===== src/rtl/time_set_controller_pkg.sv =====
// State codes, field bit positions and small decode helpers shared by the
// time-set controller and the display mux.
package time_set_controller_pkg;

    typedef logic [2:0] field_t;

    localparam logic [2:0] ST_RUN   = 3'd0;
    localparam logic [2:0] ST_T_HR  = 3'd1;
    localparam logic [2:0] ST_T_MIN = 3'd2;
    localparam logic [2:0] ST_T_AP  = 3'd3;
    localparam logic [2:0] ST_A_HR  = 3'd4;
    localparam logic [2:0] ST_A_MIN = 3'd5;
    localparam logic [2:0] ST_A_AP  = 3'd6;

    localparam logic [1:0] FLD_MIN = 2'd0;
    localparam logic [1:0] FLD_HR  = 2'd1;
    localparam logic [1:0] FLD_AP  = 2'd2;

    function automatic field_t next_field(input field_t st);
        field_t nxt;
        case (st)
            ST_RUN:   nxt = ST_T_HR;
            ST_T_HR:  nxt = ST_T_MIN;
            ST_T_MIN: nxt = ST_T_AP;
            ST_T_AP:  nxt = ST_A_HR;
            ST_A_HR:  nxt = ST_A_MIN;
            ST_A_MIN: nxt = ST_A_AP;
            ST_A_AP:  nxt = ST_RUN;
            default:  nxt = ST_RUN;
        endcase
        return nxt;
    endfunction

    function automatic logic [2:0] field_strobe(input field_t st);
        logic [2:0] oh;
        oh = 3'b000;
        case (st)
            ST_T_HR,  ST_A_HR:  oh[FLD_HR]  = 1'b1;
            ST_T_MIN, ST_A_MIN: oh[FLD_MIN] = 1'b1;
            ST_T_AP,  ST_A_AP:  oh[FLD_AP]  = 1'b1;
            default:            oh = 3'b000;
        endcase
        return oh;
    endfunction

    function automatic logic is_time_field(input field_t st);
        return (st == ST_T_HR) || (st == ST_T_MIN) || (st == ST_T_AP);
    endfunction

    function automatic logic is_alarm_field(input field_t st);
        return (st == ST_A_HR) || (st == ST_A_MIN) || (st == ST_A_AP);
    endfunction

endpackage


===== src/rtl/time_set_controller_button_sync_edge.sv =====
// Two-flop synchronizer for an asynchronous push-button with a registered
// rising-edge pulse and the synchronized level.
module button_sync_edge (
    input  logic Clk,
    input  logic Clr,
    input  logic btn,
    output logic rise,
    output logic level
);

    logic sync1_r;
    logic sync2_r;
    logic prev_r;
    logic rise_r;

    // Synchronizer chain plus one-cycle rising-edge register.
    always_ff @(posedge Clk or negedge Clr) begin
        if (!Clr) begin
            sync1_r <= 1'b0;
            sync2_r <= 1'b0;
            prev_r  <= 1'b0;
            rise_r  <= 1'b0;
        end else begin
            sync1_r <= btn;
            sync2_r <= sync1_r;
            prev_r  <= sync2_r;
            rise_r  <= sync2_r & ~prev_r;
        end
    end

    assign rise  = rise_r;
    assign level = sync2_r;

endmodule


===== src/rtl/time_set_controller.sv =====
// Alarm-clock set-mode sequencer: 1 Hz tick in RUN, field walk on Mode,
// Up strobes with auto-repeat on Inc, inactivity timeout and field blink.
module time_set_controller
    import time_set_controller_pkg::*;
#(
    parameter logic [31:0] CLK_DIV     = 32'd50000000,
    parameter logic [31:0] HOLD_CYC    = 32'd25000000,
    parameter logic [31:0] REPEAT_CYC  = 32'd10000000,
    parameter logic [31:0] TIMEOUT_CYC = 32'd500000000,
    parameter logic [31:0] BLINK_CYC   = 32'd12500000
) (
    input  logic       Clk,
    input  logic       Clr,
    input  logic       ModeBtn,
    input  logic       IncBtn,
    output logic       SecTick,
    output logic       SecClrN,
    output logic [2:0] TimeUp,
    output logic [2:0] AlmUp,
    output logic       Setting,
    output logic [2:0] Field,
    output logic       Blink
);

    logic        mode_rise_s;
    logic        mode_level_unused_s;
    logic        inc_rise_s;
    logic        inc_level_s;

    field_t      state_r;
    field_t      state_nxt_s;
    logic [31:0] presc_r;
    logic [31:0] presc_nxt_s;
    logic [31:0] tmo_r;
    logic [31:0] tmo_nxt_s;
    logic [31:0] rep_cnt_r;
    logic [31:0] rep_cnt_nxt_s;
    logic [31:0] rep_limit_s;
    logic [31:0] blink_cnt_r;
    logic [31:0] blink_cnt_nxt_s;
    logic        rep_act_r;
    logic        rep_act_nxt_s;
    logic        rep_hold_r;
    logic        rep_hold_nxt_s;
    logic        up_pulse_s;
    logic        in_set_s;
    logic        sec_tick_r;
    logic        sec_tick_nxt_s;
    logic        sec_clr_n_r;
    logic        setting_r;
    logic        blink_r;
    logic        blink_nxt_s;
    logic [2:0]  time_up_r;
    logic [2:0]  time_up_nxt_s;
    logic [2:0]  alm_up_r;
    logic [2:0]  alm_up_nxt_s;

    button_sync_edge u_mode_sync (
        .Clk   (Clk),
        .Clr   (Clr),
        .btn   (ModeBtn),
        .rise  (mode_rise_s),
        .level (mode_level_unused_s)
    );

    button_sync_edge u_inc_sync (
        .Clk   (Clk),
        .Clr   (Clr),
        .btn   (IncBtn),
        .rise  (inc_rise_s),
        .level (inc_level_s)
    );

    // State walk, timeout and Inc edge/auto-repeat; Mode beats Inc, Inc beats timeout.
    always_comb begin
        state_nxt_s    = state_r;
        tmo_nxt_s      = tmo_r;
        rep_act_nxt_s  = rep_act_r;
        rep_hold_nxt_s = rep_hold_r;
        rep_cnt_nxt_s  = rep_cnt_r;
        up_pulse_s     = 1'b0;
        in_set_s       = is_time_field(state_r) | is_alarm_field(state_r);
        rep_limit_s    = rep_hold_r ? (HOLD_CYC - 32'd1) : (REPEAT_CYC - 32'd1);
        if (state_r > ST_A_AP) begin
            state_nxt_s   = ST_RUN;
            tmo_nxt_s     = 32'd0;
            rep_act_nxt_s = 1'b0;
            rep_cnt_nxt_s = 32'd0;
        end else if (mode_rise_s) begin
            state_nxt_s   = next_field(state_r);
            tmo_nxt_s     = 32'd0;
            rep_act_nxt_s = 1'b0;
            rep_cnt_nxt_s = 32'd0;
        end else if (!in_set_s) begin
            tmo_nxt_s     = 32'd0;
            rep_act_nxt_s = 1'b0;
            rep_cnt_nxt_s = 32'd0;
        end else if (inc_rise_s) begin
            up_pulse_s     = 1'b1;
            tmo_nxt_s      = 32'd0;
            rep_act_nxt_s  = 1'b1;
            rep_hold_nxt_s = 1'b1;
            rep_cnt_nxt_s  = 32'd0;
        end else if (tmo_r == TIMEOUT_CYC - 32'd1) begin
            state_nxt_s   = ST_RUN;
            tmo_nxt_s     = 32'd0;
            rep_act_nxt_s = 1'b0;
            rep_cnt_nxt_s = 32'd0;
        end else begin
            tmo_nxt_s = tmo_r + 32'd1;
            if (rep_act_r && inc_level_s) begin
                if (rep_cnt_r == rep_limit_s) begin
                    up_pulse_s     = 1'b1;
                    rep_hold_nxt_s = 1'b0;
                    rep_cnt_nxt_s  = 32'd0;
                end else begin
                    rep_cnt_nxt_s = rep_cnt_r + 32'd1;
                end
            end else begin
                rep_act_nxt_s = 1'b0;
                rep_cnt_nxt_s = 32'd0;
            end
        end
    end

    // Prescaler, blink phase and Up strobe steering for the registered outputs.
    always_comb begin
        presc_nxt_s     = 32'd0;
        sec_tick_nxt_s  = 1'b0;
        blink_nxt_s     = 1'b1;
        blink_cnt_nxt_s = 32'd0;
        time_up_nxt_s   = 3'b000;
        alm_up_nxt_s    = 3'b000;
        // The prescaler only runs while RUN persists, so entry always restarts it at 0.
        if ((state_r == ST_RUN) && (state_nxt_s == ST_RUN)) begin
            if (presc_r == CLK_DIV - 32'd1) begin
                presc_nxt_s    = 32'd0;
                sec_tick_nxt_s = 1'b1;
            end else begin
                presc_nxt_s    = presc_r + 32'd1;
                sec_tick_nxt_s = 1'b0;
            end
        end else begin
            presc_nxt_s    = 32'd0;
            sec_tick_nxt_s = 1'b0;
        end
        if ((state_nxt_s == ST_RUN) || (state_nxt_s != state_r) || up_pulse_s) begin
            blink_nxt_s     = 1'b1;
            blink_cnt_nxt_s = 32'd0;
        end else if (blink_cnt_r == BLINK_CYC - 32'd1) begin
            blink_nxt_s     = ~blink_r;
            blink_cnt_nxt_s = 32'd0;
        end else begin
            blink_nxt_s     = blink_r;
            blink_cnt_nxt_s = blink_cnt_r + 32'd1;
        end
        if (up_pulse_s && is_time_field(state_r)) begin
            time_up_nxt_s = field_strobe(state_r);
        end else begin
            time_up_nxt_s = 3'b000;
        end
        if (up_pulse_s && is_alarm_field(state_r)) begin
            alm_up_nxt_s = field_strobe(state_r);
        end else begin
            alm_up_nxt_s = 3'b000;
        end
    end

    // State, counters and all output registers.
    always_ff @(posedge Clk or negedge Clr) begin
        if (!Clr) begin
            state_r     <= ST_RUN;
            presc_r     <= 32'd0;
            tmo_r       <= 32'd0;
            rep_cnt_r   <= 32'd0;
            rep_act_r   <= 1'b0;
            rep_hold_r  <= 1'b0;
            blink_cnt_r <= 32'd0;
            blink_r     <= 1'b1;
            sec_tick_r  <= 1'b0;
            sec_clr_n_r <= 1'b1;
            setting_r   <= 1'b0;
            time_up_r   <= 3'b000;
            alm_up_r    <= 3'b000;
        end else begin
            state_r     <= state_nxt_s;
            presc_r     <= presc_nxt_s;
            tmo_r       <= tmo_nxt_s;
            rep_cnt_r   <= rep_cnt_nxt_s;
            rep_act_r   <= rep_act_nxt_s;
            rep_hold_r  <= rep_hold_nxt_s;
            blink_cnt_r <= blink_cnt_nxt_s;
            blink_r     <= blink_nxt_s;
            sec_tick_r  <= sec_tick_nxt_s;
            sec_clr_n_r <= ~is_time_field(state_nxt_s);
            setting_r   <= (state_nxt_s != ST_RUN);
            time_up_r   <= time_up_nxt_s;
            alm_up_r    <= alm_up_nxt_s;
        end
    end

    assign SecTick = sec_tick_r;
    assign SecClrN = sec_clr_n_r;
    assign TimeUp  = time_up_r;
    assign AlmUp   = alm_up_r;
    assign Setting = setting_r;
    assign Field   = state_r;
    assign Blink   = blink_r;

endmodule


===== config.mk =====
export PLATFORM = sky130hd
export DESIGN_NAME = time_set_controller
export DESIGN_NICKNAME = d
export VERILOG_FILES = /design/src/rtl/time_set_controller_pkg.sv /design/src/rtl/time_set_controller_button_sync_edge.sv /design/src/rtl/time_set_controller.sv
export SDC_FILE = /design/constraint.sdc
export NUM_CORES = 1
export LEC_CHECK = 0
export BUFFER_PORTS_ARGS = -buffer_cell sky130_fd_sc_hd__buf_2
export CORE_ASPECT_RATIO = 0.75
export CORE_MARGIN = 5
export CORE_UTILIZATION = 29
export CTS_BUF_LIST = sky130_fd_sc_hd__clkbuf_4 sky130_fd_sc_hd__clkbuf_8 sky130_fd_sc_hd__clkbuf_16
export DETAILED_ROUTE_END_ITERATION = 10
export PLACE_DENSITY = 0.44
export SYNTH_ARGS = -nofsm -noshare
export SYNTH_HDL_FRONTEND = slang
export SYNTH_SLANG_ARGS = --single-unit
export TNS_END_PERCENT = 50

===== constraint.sdc =====
create_clock -name Clk -period 4.55 [get_ports Clk]
set_clock_uncertainty 0.1 [all_clocks]
set_input_delay 0 -clock Clk [delete_from_list [all_inputs] [get_ports Clk]]
set_output_delay 0 -clock Clk [all_outputs]
set_load 0.03 [all_outputs]

Word level (Yosys, flattened, before mapping) --
Cells that the tools add are included.
Word-level totals: word-level logic and storage cells 122, input port bits 4, flip-flop bits (word level) 151, output and inout bits 13
Cells by class: order comparisons 1, $add $sub $neg 4, bitwise gates (word level) 9, eq/ne operators 16, mux-type cells 49, reduce and logical (&&, ||, !) cells 22
Operators by type and width (count):
- 2-to-1 mux 32 bit | 16
- adder 32 x 1 -> 32 bit (second input constant) | 4
- == test 32 x 24 -> 1 bit (second input constant) | 1
- == test 32 x 25 -> 1 bit | 1
- == test 32 x 26 -> 1 bit (second input constant) | 1
- == test 32 x 29 -> 1 bit (second input constant) | 1
- 2-to-1 mux 25 bit | 1
- 2-to-1 mux 1 bit | 24
- 2-to-1 mux 3 bit | 7
- one-hot mux 3 bit (6 select lines) | 1
- == test 3 x 2 -> 1 bit (second input constant) | 4
- == test 3 bit (second input constant) | 3
- logical OR 1 bit | 8
- == test 3 x 1 -> 1 bit (second input constant) | 2
- zero test 3 bit | 2
- != test 6 x 4 -> 1 bit (second input constant) | 1
- inverter 1 bit | 6
- AND reduction 6 bit | 1
- nonzero test 2 bit | 3
- OR reduction 2 bit | 3
- logical AND 1 bit | 4
- > comparator 3 bit (second input constant) | 1
- != test 3 bit | 1
- nonzero test 3 bit | 1
- 3 further kinds | 4

Longest topological paths before layout --
Gate-level depths: netlist of the first run.
depth after elaboration 11, depth in mapped cells 8, mapped depth without buffers 6

Hierarchy --
A second synthesis of the first run with hierarchy kept.
Unflattened totals: cells, all modules 767, area, all modules 7480.9 um^2
By module, submodules not included:
- time_set_controller | sequential area each 3580.9 um^2, area each 7253.2 um^2, times used 1, cells each 757
- button_sync_edge | sequential area each 100.1 um^2, area each 113.9 um^2, times used 2, cells each 5

Least setup slack after synthesis of the first run --
Ideal clock, no wire load.
kind register -> register, from register state_r[1] (netlist: Field[1]), to register rep_cnt_r[13], data arrival time 2106 ps, library setup time 72 ps, period minus slack after synthesis 2278 ps, slack 2272 ps, required time 4378 ps, path buffers 3, stages on the path, launching flop included 9, path through dfrtp_1 buf_2 a31o_2 or3_1 a21o_1 buf_2 a211o_1 buf_2 nor2_1
On the way: cells in the longest elaborated chain, start to end 7, elaborated cells between the ends (all ways) 15, those cells by class order compare (1); eq/ne (6); mux (3); bitwise (1); reduce/logical (4)
RTL lines:
- start, declared | line time_set_controller.sv:30 | field_t state_r;
- start signal, assigned | line time_set_controller.sv:186 | state_r <= state_nxt_s;
- == test 3 x 1 -> 1 bit (tied with other cells) | line time_set_controller_pkg.sv:47 | return (st == ST_T_HR) || (st == ST_T_MIN) || (st == ST_T_AP);
- logical OR 1 bit (on tied branches) (2 in series) | line time_set_controller_pkg.sv:47, time_set_controller_pkg.sv:51
- bitwise OR 1 bit | line time_set_controller.sv:82 | in_set_s = is_time_field(state_r) | is_alarm_field(state_r);
- 2-to-1 mux 32 bit | line time_set_controller.sv:94 | end else if (!in_set_s) begin
- 2-to-1 mux 32 bit | line time_set_controller.sv:89 | end else if (mode_rise_s) begin
- 2-to-1 mux 32 bit (*) | line time_set_controller.sv:84 | if (state_r > ST_A_AP) begin
- via rep_cnt_nxt_s[13] | line time_set_controller.sv:37 | logic [31:0] rep_cnt_nxt_s;
- end signal, assigned | line time_set_controller.sv:189 | rep_cnt_r <= rep_cnt_nxt_s;
- end, declared | line time_set_controller.sv:36 | logic [31:0] rep_cnt_r;
Mark *: on every way through the listed nets, which the timed path passes. The rest lies on a longest branch. A chain may end at the register's enable or synchronous reset.

Final worst setup path of the first run --
from register rep_cnt_r[21], to register blink_cnt_r[15]
On the way: cells in the longest elaborated chain, start to end 10
RTL lines:
- == test 32 x 25 -> 1 bit | line time_set_controller.sv:112 | if (rep_cnt_r == rep_limit_s) begin
- 2-to-1 mux 1 bit | line time_set_controller.sv:112
- 2-to-1 mux 1 bit | line time_set_controller.sv:111 | if (rep_act_r && inc_level_s) begin
- 2-to-1 mux 1 bit | line time_set_controller.sv:104 | end else if (tmo_r == TIMEOUT_CYC - 32'd1) begin
- 2-to-1 mux 1 bit | line time_set_controller.sv:98 | end else if (inc_rise_s) begin
- 2-to-1 mux 1 bit | line time_set_controller.sv:94
- 2-to-1 mux 1 bit | line time_set_controller.sv:89
- 2-to-1 mux 1 bit | line time_set_controller.sv:84
- logical OR 1 bit | line time_set_controller.sv:147 | if ((state_nxt_s == ST_RUN) || (state_nxt_s != state_r) || up_pulse_s) begin
- 2-to-1 mux 32 bit | line time_set_controller.sv:147
- via blink_cnt_nxt_s[15] | line time_set_controller.sv:40 | logic [31:0] blink_cnt_nxt_s;
- end signal, assigned | line time_set_controller.sv:192 | blink_cnt_r <= blink_cnt_nxt_s;
- end, declared | line time_set_controller.sv:39 | logic [31:0] blink_cnt_r;
The timed path passes the listed nets, and every way through them passes these cells.

==> metrics.txt, run 1 <==
number of I/O pins=17; actual transition at the worst max-transition pin=1.13 ns; Sink Count=151; final hold violations=0; vias per cell=4.69; standard cell with the maximum stage delay on the critical path=nor4bb_1; clock network latency to the later pin of the worst-skew pair=0.43 ns; routed vias=5,350; shortest period the worst path allows=2.67 ns; via count of the first global-routing pass=5,235; number of flops mapped to enable cells by yosys=0; Final Worst Setup Slack=1.88 ns; core box area=25,100 um2; highest attainable clock frequency=0.375 GHz; share of flip-flops with an asynchronous set or reset=100%; detailed-placement wirelength estimate=10.7 mm; initial antenna violation count=0; total number of nets in the final design=797; peak supply drop=0.269 mV; initial core utilization=29.6%; clock-pin slew reported for the worst setup and hold paths after clock tree synthesis=0.06 ns; die height=149 um; CTS tree=done; count of cells resized by post-cts repair=0; commonest cells after routing, fill and taps aside=151 x nor2_1, 149 x dfrtp_1, 62 x xor2_1; largest buffer count on any clock path=2; sort of element at the end of the critical path=flop; final setup vio count=0; Mapped Nets=781; cells along the critical path=or4b_1 > mux2i_1 > nor4bb_1 > a211o_1 > buf_4 > nor2_1; global-route total usage across every layer=12.1%; Most used DFF post-synth=dfrtp_1; worst-path maximum fanout=32; Residual DRC=0; layout cells sized above 1=8.10%; routability cong.=0.764; sum of routed wire length over all layers=16.3 mm; status=completed; number of levels the H-tree was split into=4; average detailed-routed wire length per instance=14.3 um; unrepaired setup endpoints after global routing=no; arrival time of the worst setup path=2.88 ns; CTS Hold Bufs=3; kind of cell adding the most delay to the critical path=simple AND/OR/NAND/NOR gates; Inserted Clock Buffers=17; input/output buffers=16; flip-flop and latch count after synthesis=151; P&R area growth vs syn=13.9%; final slew viol count=0; diodes inserted=0; worst min-delay path class=primary input to async pin; total of max-cap violations=0; Total Negative Setup Slacks=0 ns; mean area per synthesized cell=9.63 um2; number of distinct library cell variants in the gate-level netlist after synthesis=51; filler cell count in the final layout=2,601; worst endpoint required time=4.76 ns; final critical-path share of the clock period=58.7%; detailed router's first-iteration violation count=290; clock tree root buffer cell=clkbuf_16; TritonRoute pass-1 iters=4; Rel. slew slack=24.2%; YS warnings=0; Slowest Stage Delay on Critical Path=0.62 ns; count of antenna-violating nets left after detailed routing=0; overflow left after global routing=0; summed instance area of the synthesized netlist=7440 um2; most common cell after layout, fill and taps aside=nor2_1; cell row count=50; nature of the critical path startpoint=flop; worst slack, placed=1.87 ns; Critical path buffers and inverters=1; Leakage Power=3.30 nW; first-pass GRT wire length=28.4 mm; count of buffers added by post-CTS timing repair for setup=0; synthesized netlist cell count=773; power density over cell area=383 nW/um2; sequential share of the synthesized area=50.8%; die width=195 um; maximum number of pins on one net before global-route repair=86; area enclosed by the die boundary=29,000 um2; worst setup path class=flop to flop
-- cells in the mapped netlist, types with 3 or more instances --
cell type	n	area share [%]
a211o_1	3	0.35
a211oi_1	3	0.30
a21oi_1	9	0.61
and2_1	4	0.34
and3_1	18	1.5
and4_1	15	1.8
buf_2	12	0.81
clkbuf_1	14	0.71
dfrtp_1	149	50
ha_1	4	0.67
inv_1	19	0.96
mux2i_1	4	0.54
nand2_1	51	2.6
nand2b_1	3	0.25
nand3_1	48	3.2
nand4_1	41	3.4
nor2_1	151	7.6
nor2b_1	3	0.25
nor3_1	21	1.4
nor4_1	25	2.1
nor4b_1	4	0.47
nor4bb_1	5	0.67
o21ai_0	6	0.40
or2_2	3	0.25
or3_1	10	0.84
or4_1	5	0.50
xnor2_1	52	6.1
xor2_1	62	7.3
-- final timing paths --
check                                    start                   to  slack [ns]  cells after the start
setup / recovery                 rep_cnt_r[21]      blink_cnt_r[15]        1.88                      6
hold / removal                             Clr          presc_r[13]        0.10                      2
setup reg to reg                 rep_cnt_r[21]      blink_cnt_r[15]        1.88                      6
hold reg to reg            u_mode_sync.sync1_r    u_mode_sync.level        0.25                      0
max in group asynchronous                  Clr                Blink        3.23                      3
min in group Clk                       ModeBtn  u_mode_sync.sync1_r        0.11                      2
-- logic make-up (layout without fill, tap and decap cells) --
family	Yosys count	in the layout	share of synthesized area (%)
AOI/OAI and AO/OA	35	35	3.38
xor gates and xnor gates	114	114	13.4
adders and majority gates	4	4	0.672
buffers and inverters	47	76	2.57
DFF	151	151	50.8
muxes	4	4	0.538
and+or+nand+nor	418	418	28.6
-- final cells by class --
type | instances | area [um2] | area share [%]
sequential | 151 | 3780 | 44.6
multi-input combinational | 575 | 3470 | 40.9
clock buffer | 23 | 502 | 5.92
tap | 338 | 423 | 4.99
timing repair buffer | 25 | 161 | 1.90
inverter | 19 | 71.3 | 0.841
clock inverter | 9 | 68.8 | 0.812
-- flip-flops by register name, summed over array words and instances, names as in the netlist, 3 cells and up --
| name | count |
|---|---|
| AlmUp | 3 |
| Field | 3 |
| TimeUp | 3 |
| blink_cnt_r | 32 |
| presc_r | 32 |
| rep_cnt_r | 32 |
| tmo_r | 32 |
-- metrics by stage --
| step | cell area (um2) | total power (W) | cells | hold WS [ns] | utilization [%] |
|---|---|---|---|---|---|
| floorplan | 7440 | 0.00177 | 773 | -0.396 | - |
| global placement | 7880 | 0.00193 | 1105 | 0.00854 | 31.3 |
| detailed placement | 7880 | 0.00192 | 1105 | 0.0109 | 31.3 |
| CTS | 8480 | 0.00331 | 1140 | 0.0726 | 33.7 |
| global route | 8480 | 0.00342 | 1140 | 0.113 | 33.7 |
| finish | 8480 | 0.00324 | 1140 | 0.103 | 33.7 |
-- per-layer routing --
metal	up-vias	GRT usage [%]	wire length, um
li1	2715	-	-
met1	2561	18.8	9130
met2	54	15.8	6450
met5	-	0	0
met4	0	3.87	246
met3	20	3.41	513
-- where the power goes --
part	internal, W	switching (W)	total (W)
sequential	0.00140	0.0000835	0.00148
clock	0.000776	0.000580	0.00136
combinational	0.000104	0.000300	0.000404
No activity file was read; power rests on OpenSTA's default activity.
==> run 2: changes to the inputs <==
- ABC_AREA: unset -> 1
- PLACE_DENSITY: 0.44 -> 0.45
- clock period: 4.55 -> 2.45 ns (I/O delays scaled with it)
==> run 2 against run 1 <==
Compared with the run above: cell area rose by 19%; flip-flop and latch count did not move; clock power rose by 120%; sequential share of layout area fell by 7.0 points; first-iteration DRC count rose by 99%; synthesized cell count rose by 45%; via count rose by 36%; total power rose by 120%; global-route usage rose by 2.0 points; non-clock buffer count rose by 16; hold slack got worse by 0.10 ns.
==> metrics.txt, run 2 <==
status=completed; via count of the first global-routing pass=7,067 (+35%); P&R area growth vs syn=15.5%; count of antenna-violating nets left after detailed routing=0 (unchanged); maximum number of pins on one net before global-route repair=52 (-40%); share of power burned in the clock network=41.4% (-0.4 points); worst-path maximum fanout=33 (+3.1%); power density over cell area=707 nW/um2 (+85%); initial core utilization=29.7% (+0.075 points); core box area=29,300 um2 (+17%); Sink Count=151 (unchanged); actual transition at the worst max-transition pin=0.610 ns (-0.518 ns); clock network latency to the later pin of the worst-skew pair=0.43 ns (about the same); CTS tree=done; dominant cell by count in the synthesized netlist=nand2_1; shortest period the worst path allows=2.22 ns (-0.445 ns); TritonRoute pass-1 iters=5 (+1); number of levels the H-tree was split into=4 (unchanged); cells along the critical path=ha_1 > nand2_1 > nor2_4 > nand2_4 > nor2_4 > nand3_4 > a21oi_1 > nand3_2 > nand2_4 > buf_12 > nor3_1; die height=160 um (+7.6%); routability cong.=0.874 (+14%); number of I/O pins=17 (unchanged); detailed router's first-iteration violation count=578 (+99%); sequential share of the synthesized area=43.5% (-7.3 points); total number of nets in the final design=1,168 (+47%); Comb pwr share=20.6% (+8.1 points); dominant cells by area after synthesis=dfrtp_1 43%, nand2_1 9.3%, nor2_1 8.6%; mean area per synthesized cell=7.79 um2 (-19%); met1 wire length=12.6 mm (+38%); Slowest Stage Delay on Critical Path=0.37 ns (-0.25 ns); total of max-cap violations=0 (unchanged); Reg-to-Reg Start=tmo_r[0]; sum of routed wire length over all layers=22.9 mm (+40%); worst endpoint required time=2.66 ns (-2.10 ns); unrepaired setup endpoints after global routing=no; final setup vio count=0 (unchanged); first-pass GRT wire length=38.5 mm (+36%); arrival time of the worst setup path=2.44 ns (-0.44 ns); area enclosed by the die boundary=33,600 um2 (+16%); Final Worst Setup Slack=0.226 ns (-1.66 ns); Rel. slew slack=59.0% (+35 points); count of buffers added by post-CTS timing repair for setup=0 (unchanged); commonest cells after routing, fill and taps aside=216 x nand2_1, 198 x nor2_1, 149 x dfrtp_1; diodes inserted=0 (unchanged); final critical-path share of the clock period=90.8% (+32 points); Residual DRC=0 (unchanged); final hold violations=0 (unchanged); YS warnings=0 (unchanged); Internal Pwr Total=0.00481 W (+110%); nature of the critical path startpoint=flop; most common cell after layout, fill and taps aside=nand2_1; worst setup path class=flop to flop; summed instance area of the synthesized netlist=8700 um2 (+17%); standard cell with the maximum stage delay on the critical path=dfrtp_1; average detailed-routed wire length per instance=14.6 um (+2.1%); Mapped Nets=1,125 (+44%); Total Negative Setup Slacks=0 ns (unchanged); peak supply drop=0.525 mV (+95%); overflow left after global routing=0 (unchanged); Net Sw Power=0.00230 W (+140%); clock-pin slew reported for the worst setup and hold paths after clock tree synthesis=0.06 ns (about the same); global-route total usage across every layer=14.1% (+2.0 points); cell row count=54 (+8.0%); Placed Area=9370 um2 (+19%); crit path launch=tmo_r[0]; die width=210 um (+7.7%); initial antenna violation count=0 (unchanged); Detail Route met2 WL=9.11 mm (+41%); highest attainable clock frequency=0.450 GHz (+20%); flip-flop and latch count after synthesis=151 (unchanged); detailed-placement wirelength estimate=16.9 mm (+58%); number of flops mapped to enable cells by yosys=0 (unchanged); Flop pwr share=38.0% (-7.8 points); worst slack, placed=0.206 ns (-1.67 ns); cell taking the most area after synthesis=dfrtp_1; routed vias=7,299 (+36%); sort of element at the end of the critical path=flop; final slew viol count=0 (unchanged); Most used DFF post-synth=dfrtp_1; number of distinct library cell variants in the gate-level netlist after synthesis=36 (-29%); Inserted Clock Buffers=17 (unchanged); share of flip-flops with an asynchronous set or reset=100% (unchanged); cell area after layout=10,100 um2 (+19%); Leakage Power=3.87 nW (+17%); Top Layer Used=met4; worst min-delay path class=primary input to async pin; vias per cell=4.66 (-0.62%); list of most frequent post-synthesis cells=216 x nand2_1, 199 x nor2_1, 149 x dfrtp_1, 135 x inv_1, 68 x xor2_1; layout cells sized above 1=13.0% (+4.9 points); clock tree root buffer cell=clkbuf_16; input/output buffers=16 (unchanged); largest buffer count on any clock path=2 (unchanged); area share of the largest cell type after synthesis=42.9% (-7.2 points); Switching Share=32.3% (+2.6 points); synthesized netlist cell count=1,117 (+45%); Detail Route met3 WL=972 um (+89%); final cell utilization of the core=34.3% (+0.57 points)
## run 2: cell types whose count changed after synthesis, sizes merged, moves of 15 or more
cell	change
nand2	+175
inv	+126
nor3	+82
nor2	+60
xnor2	-42
nand3	+20
and3	-17
and4	-15
## run 2: final cells by class
| cell class | instances | area [um2] |
|---|---|---|
| fillers | 3120 | 19300 |
| clock buffers | 24 | 503 |
| inverters | 145 | 544 |
| flip-flops and latches | 151 | 3780 |
| clock inverters | 8 | 145 |
| well taps | 392 | 490 |
| multi-input cells | 804 | 4260 |
| repair buffers | 41 | 332 |
## run 2: worst max-delay path: cells and delay by family, from the launching register on
kind	cells	cell delay, ns
AOI/OAI and AO/OA	1	0.25
adders and majority gates	1	0.18
buffers and inverters	1	0.23
DFF	1	0.37
and+or+nand+nor	8	0.95
## run 2: cells by family (layout without fill, tap and decap cells)
logic type      Yosys count  count (layout)  share of synthesized area [%]
compound gates           35              35                           2.32
xor+xnor                 78              78                           7.85
fa+ha+maj                 4               4                          0.575
buf+inv                 162             218                           7.64
flops                   151             151                           43.5
simple gates            687             687                           38.2
## run 2: metal layers
layer | up-vias | GRT usage, %
met4 | 0 | 3.17
met3 | 17 | 2.80
li1 | 3688 | -
met1 | 3451 | 22.3
met2 | 143 | 19.5
met5 | - | 0
## run 2: final timing paths
| path | end | slack [ns] | cells after the start |
|---|---|---|---|
| worst max-delay path | blink_cnt_r[31] | 0.23 | 11 |
| worst max register to register | blink_cnt_r[31] | 0.23 | 11 |
| worst min-delay path | tmo_r[3] | 0.002 | 2 |
| max in group asynchronous | rep_cnt_r[23] | 1.42 | 3 |
| worst min register to register | u_inc_sync.level | 0.25 | 0 |
| min in group Clk | u_mode_sync.sync1_r | 0.11 | 2 |
## run 2: power by group through the flow
stage / Sequential, W / Clock, W / Combinational (W)
2_1_floorplan: 0.00278 / 0 / 0.00106
3_3_place_gp: 0.00275 / 0 / 0.00150
3_5_place_dp: 0.00275 / 0 / 0.00150
4_1_cts: 0.00270 / 0.00302 / 0.00151
5_1_grt: 0.00271 / 0.00313 / 0.00163
6_report: 0.00270 / 0.00294 / 0.00147
## run 2: what timing repair did
action	CTS	global route
gates resized for setup	0	1
hold buffers	3	0
hold endpoints to repair	123	0
endpoints found under the setup margin	0	1
## run 2: metrics by stage
stage          hold slack [ns]  std cells  power [W]
2_1_floorplan           -0.396       1117    0.00383
3_3_place_gp           -0.0990       1530    0.00424
3_5_place_dp           -0.0995       1530    0.00425
4_1_cts                 0.0369       1565    0.00723
5_1_grt                 0.0600       1565    0.00748
6_report               0.00217       1565    0.00711
